**src/rtl/snoop_host.sv**
```systemverilog
// Host-side snoop bus master: decodes a byte command stream into program/data RAM
// writes, data RAM reads returned on a byte response stream, and CPU reset control.
module snoop_host #(
    parameter logic       CPU_RESET_INIT = 1'b1,
    parameter logic [7:0] ERR_BYTE       = 8'hEE
) (
    input  logic       clk,
    input  logic       reset,
    input  logic [7:0] cmd_data,
    input  logic       cmd_valid,
    output logic       cmd_ready,
    output logic [7:0] rsp_data,
    output logic       rsp_valid,
    input  logic       rsp_ready,
    output logic [7:0] snoopa,
    output logic [7:0] snoopd,
    output logic       snoopm,
    output logic       snoopp,
    input  logic [7:0] snoopq,
    output logic       cpu_reset,
    output logic       busy
);

    typedef enum logic [3:0] {
        IDLE, GET_ADDR, GET_COUNT, GET_DATA, WRITE, RD_ADDR, RD_WAIT, RD_CAP, RSP
    } state_t;

    localparam logic [7:0] OP_WRD  = 8'h01;
    localparam logic [7:0] OP_WRP  = 8'h02;
    localparam logic [7:0] OP_RD   = 8'h03;
    localparam logic [7:0] OP_BWR  = 8'h04;
    localparam logic [7:0] OP_BRD  = 8'h05;
    localparam logic [7:0] OP_RST1 = 8'h06;
    localparam logic [7:0] OP_RST0 = 8'h07;

    state_t     state_q, state_d;
    logic [7:0] op_q, op_d;
    logic [7:0] addr_q, addr_d;
    logic [7:0] data_q, data_d;
    logic [7:0] rsp_q, rsp_d;
    logic [8:0] cnt_q, cnt_d;
    logic       cpu_reset_q, cpu_reset_d;
    logic       cmd_fire;

    always_ff @(posedge clk or posedge reset) begin
        if (reset) begin
            state_q     <= IDLE;
            op_q        <= '0;
            addr_q      <= '0;
            data_q      <= '0;
            rsp_q       <= '0;
            cnt_q       <= '0;
            cpu_reset_q <= CPU_RESET_INIT;
        end else begin
            state_q     <= state_d;
            op_q        <= op_d;
            addr_q      <= addr_d;
            data_q      <= data_d;
            rsp_q       <= rsp_d;
            cnt_q       <= cnt_d;
            cpu_reset_q <= cpu_reset_d;
        end
    end

    // Held low while reset is asserted so no byte is taken before the FSM runs.
    assign cmd_ready = !reset && (state_q == IDLE || state_q == GET_ADDR ||
                                  state_q == GET_COUNT || state_q == GET_DATA);
    assign cmd_fire  = cmd_valid && cmd_ready;

    always_comb begin
        state_d     = state_q;
        op_d        = op_q;
        addr_d      = addr_q;
        data_d      = data_q;
        rsp_d       = rsp_q;
        cnt_d       = cnt_q;
        cpu_reset_d = cpu_reset_q;
        case (state_q)
            IDLE: if (cmd_fire) begin
                op_d = cmd_data;
                case (cmd_data)
                    OP_WRD, OP_WRP, OP_RD, OP_BWR, OP_BRD: state_d = GET_ADDR;
                    OP_RST1: cpu_reset_d = 1'b1;
                    OP_RST0: cpu_reset_d = 1'b0;
                    default: begin
                        rsp_d   = ERR_BYTE;
                        cnt_d   = 9'd1;
                        state_d = RSP;
                    end
                endcase
            end
            GET_ADDR: if (cmd_fire) begin
                addr_d = cmd_data;
                cnt_d  = 9'd1;
                if (op_q == OP_BWR || op_q == OP_BRD) state_d = GET_COUNT;
                else if (op_q == OP_RD)               state_d = RD_ADDR;
                else                                  state_d = GET_DATA;
            end
            GET_COUNT: if (cmd_fire) begin
                cnt_d   = {cmd_data == 8'h00, cmd_data};  // n=0 encodes 256
                state_d = (op_q == OP_BRD) ? RD_ADDR : GET_DATA;
            end
            GET_DATA: if (cmd_fire) begin
                data_d  = cmd_data;
                state_d = WRITE;
            end
            WRITE: begin
                if (cnt_q != 9'd1) begin
                    cnt_d   = cnt_q - 9'd1;
                    addr_d  = addr_q + 8'd1;
                    state_d = GET_DATA;
                end else begin
                    state_d = IDLE;
                end
            end
            RD_ADDR: state_d = RD_WAIT;
            RD_WAIT: state_d = RD_CAP;
            RD_CAP: begin
                rsp_d   = snoopq;
                state_d = RSP;
            end
            RSP: if (rsp_ready) begin
                if (cnt_q != 9'd1) begin
                    cnt_d   = cnt_q - 9'd1;
                    addr_d  = addr_q + 8'd1;
                    state_d = RD_ADDR;
                end else begin
                    state_d = IDLE;
                end
            end
            default: state_d = IDLE;
        endcase
    end

    assign snoopa    = addr_q;
    assign snoopd    = data_q;
    assign snoopm    = (state_q == WRITE) && (op_q == OP_WRD);
    assign snoopp    = (state_q == WRITE) && (op_q == OP_WRP || op_q == OP_BWR);
    assign rsp_data  = rsp_q;
    assign rsp_valid = (state_q == RSP);
    assign cpu_reset = cpu_reset_q;
    assign busy      = (state_q != IDLE);

endmodule

```
**config.mk**
```make
export PLATFORM = sky130hd
export DESIGN_NAME = snoop_host
export DESIGN_NICKNAME = d
export VERILOG_FILES = /design/src/rtl/snoop_host.sv
export SDC_FILE = /design/constraint.sdc
export NUM_CORES = 1
export LEC_CHECK = 0
export CAP_MARGIN = 5
export CORE_MARGIN = 5
export CORE_UTILIZATION = 40
export CTS_CLUSTER_DIAMETER = 200
export DETAILED_ROUTE_END_ITERATION = 8
export PLACE_DENSITY_LB_ADDON = 0.05
export RECOVER_POWER = 100
export SYNTH_ARGS = -nofsm -noshare
export SYNTH_HDL_FRONTEND = slang
export SYNTH_SLANG_ARGS = --single-unit
```
**constraint.sdc**
```tcl
create_clock -name clk -period 2.4 [get_ports clk]
set_clock_uncertainty 0.15 [all_clocks]
set_input_delay 0.24 -clock clk [delete_from_list [all_inputs] [get_ports clk]]
set_output_delay 0.24 -clock clk [all_outputs]
set_load 0.02 [all_outputs]
```
==> impl_results.md <==
- Num CTS Buffers: 5
- FMAX: 444 MHz
- Worst Tran Pin Value: 1.14 ns
- First-pass GRT wire length: 10800 µm
- Rows: 28
- Min Hold Slack: 0.337 ns
- Synth area leader: dfrtp_1
- Hold path endpoint: rsp_data[0]$_DFFE_PP0P_
- Setup crit start kind: input pin
- Leak: 1.34 nW
- Placeable Area: 0.00599 mm²
- Initial DRT Pass Iterations: 4
- Fin crit share: 0.938
- IR drop worst, VDD: 0.000677 V
- Seq/Total Area, Yosys: 0.463
- CP Max Fanout: 9
- Largest net degree at the start of global routing: 47
- Clk root buf: clkbuf_8
- R2r startpoint: cnt_q[0]$_DFFE_PP0P_
- Total GRT Usage: 0.180
- FF-to-FF setup slack: 0.18 ns
- H-tree levels: 2
- WP data arrival: 2.30 ns
- Hold crit path type: in2reg
- Top cells by area, synth: dfrtp_1 45%, mux2_2 7.2%, o21ai_0 3.8%
- PD cells: 1210 mW/mm²
- Drt initial violations: 71
- Number of flops mapped to enable cells by yosys: 0
- # IOs: 50
- Area Overhead vs Synth: 32.6%
- Share of the synthesized area in the top cell type: 0.452
- Reg2reg end: cnt_q[0]$_DFFE_PP0P_
- Yosys reg bits: 46
- Final wirelength: 6570 µm
- Initial Util: 0.416
- GP Congestion: 0.879
- Vias per cell: 5.57
- Worst skew pair latency: 0.30 ns
- RSZ-0062 raised after global routing: no
- Slew headroom: 0.237
- Die Y: 88.9 µm
- Worst Slack Setup Final: 0.148 ns
- Max_cap viols: 0
- Sum Neg Setup Slack: 0 ns
- Postcts setup bufs: 0
- CTS clk-pin slew, worst paths: 0.09 ns
- Final ANT Viol Nets: 0
- ANT cells: 0
- Final count of pins violating max slew: 0
- Critical Path RT: 2.44 ns
- Synthesized Nets: 276
- Distinct cells, synth: 54
- Routed length per instance: 16.4 µm
- Vias: 2229
- Vias in the first global route: 2192
- Hold Crit Depth: 3
- Die width: 88.9 µm
- Worst Setup Path Type: in2reg
- Ratio of cells with drive above 1 in the final layout: 0.200
- Tmin final: 2.25 ns
- Global route total overflow: 0
- Most common cell in the netlist: dfrtp_1
- Ys async rst share: 1.00
- Ys flop type: dfrtp_1
- Critical path endpoint category: flop
- Post-Place Worst Slack: -0.115 ns
- Final Hold Vio Count: 0
- R2R depth: 6
- # nets final: 347
- HP Start: snoopq[0]
- YS warnings: 0
- Final setup viols: 0
- Synthesized instance count: 253
- Die ar.: 0.00790 mm²
- Initial antenna violation count: 0
- Critical Path Start: cmd_data[3]
- # DRC: 0
- Mean post-synth cell area: 9.84 µm²
- Port bufs: 49
- Maximum root-to-sink buffer count: 2
- Outcome: complete, no violations
- HPWL after DPL: 4830 µm
- Synth Cell Area: 0.00249 mm²
- Sink Count: 46
- CTS tree: built
- Top cells by count, synth: 45 x dfrtp_1, 24 x nand2_1, 19 x o21ai_0
## stage by stage
step                      cells  area (µm²)  total power [mW]   util
after global placement      392        3240              3.57  0.540
final                       400        3300              3.98  0.551
after floorplan             253        2500              2.75      -
after detailed placement    392        3240              3.59  0.540
after CTS                   400        3330              4.10  0.555
after global routing        400        3300              4.32  0.551
## final cells by class
class	instances	area, µm²
Clock inverter	3	23.8
Tap cell	75	93.8
Clock buffer	5	68.8
Timing Repair Buffer	75	677
Sequential cell	46	1150
Multi-Input combinational cell	185	1240
Fill cell	560	2690
Inverter	11	45.0
## cells in the final DEF, fill, tap and decap left out, types with 4 or more instances in the layout
cell and count:
dfrtp_1 44, dlygate4sd3_1 27, nand2_1 24, o21ai_0 19
buf_4 19, clkdlybuf4s50_1 18, a21oi_1 17, mux2_2 16
nor2_1 13, inv_1 10, nand3_1 8, nor2b_1 6
a31oi_1 6, nor4b_1 5, o22a_2 5, clkbuf_8 5
nor3_1 4, o22ai_1 4, nor4_1 4, a32oi_1 4
clkbuf_1 4
## logic make-up (layout without fill, tap and decap cells)
| group | count (synthesis) | in the layout | share of synthesized area |
|---|---|---|---|
| simple gates | 86 | 86 | 0.189 |
| compound gates | 75 | 75 | 0.204 |
| flops | 46 | 46 | 0.463 |
| buf+inv | 22 | 94 | 0.0387 |
| mux | 18 | 18 | 0.0804 |
| fa+ha+maj | 3 | 3 | 0.0151 |
| xor+xnor | 3 | 3 | 0.0106 |
## metal layers
| metal | share of wire | track usage |
|---|---|---|
| met4 | 0.018 | 0.0604 |
| met3 | 0.056 | 0.0387 |
| met5 | 0 | 0 |
| met1 | 0.47 | 0.256 |
| met2 | 0.45 | 0.271 |
## registers in the layout (all words and copies together) (netlist names)
signal and cells:
cnt_q 9, op_q 8, rsp_data 8, snoopa 8, snoopd 8, state_q 4
cpu_reset 1
## where the power goes
group,internal (mW),total [mW],switching [mW],leakage (nW)
registers,1.08,1.35,0.275,0.552
logic,0.970,2.13,1.16,0.748
clock network,0.209,0.497,0.288,0.0408
total,2.26,3.98,1.73,1.34
## critical path, stage by stage
cell and delay (ns):
clkdlybuf4s50_1 0.47, or4_4 0.59, o311ai_0 0.42, o211ai_2 0.15, and2_4 0.20, or2_1 0.22
## what timing repair did
item,CTS,global route
setup endpoints to repair,3,3
gates resized for setup,4,2
hold buffers,0,0
## how the worst max path moves through the flow
| stage | end | cells after the start |
|---|---|---|
| 2_1_floorplan | snoopd[0]$_DFFE_PP0P_ | 4 |
| 3_3_place_gp | state_q[3]$_DFFE_PP0P_ | 7 |
| 3_5_place_dp | state_q[3]$_DFFE_PP0P_ | 7 |
| 4_1_cts | rsp_valid | 3 |
| 5_1_grt | cnt_q[0]$_DFFE_PP0P_ | 6 |
| 6_report | state_q[3]$_DFFE_PP0P_ | 6 |
Power figures use the tool's default switching activity.
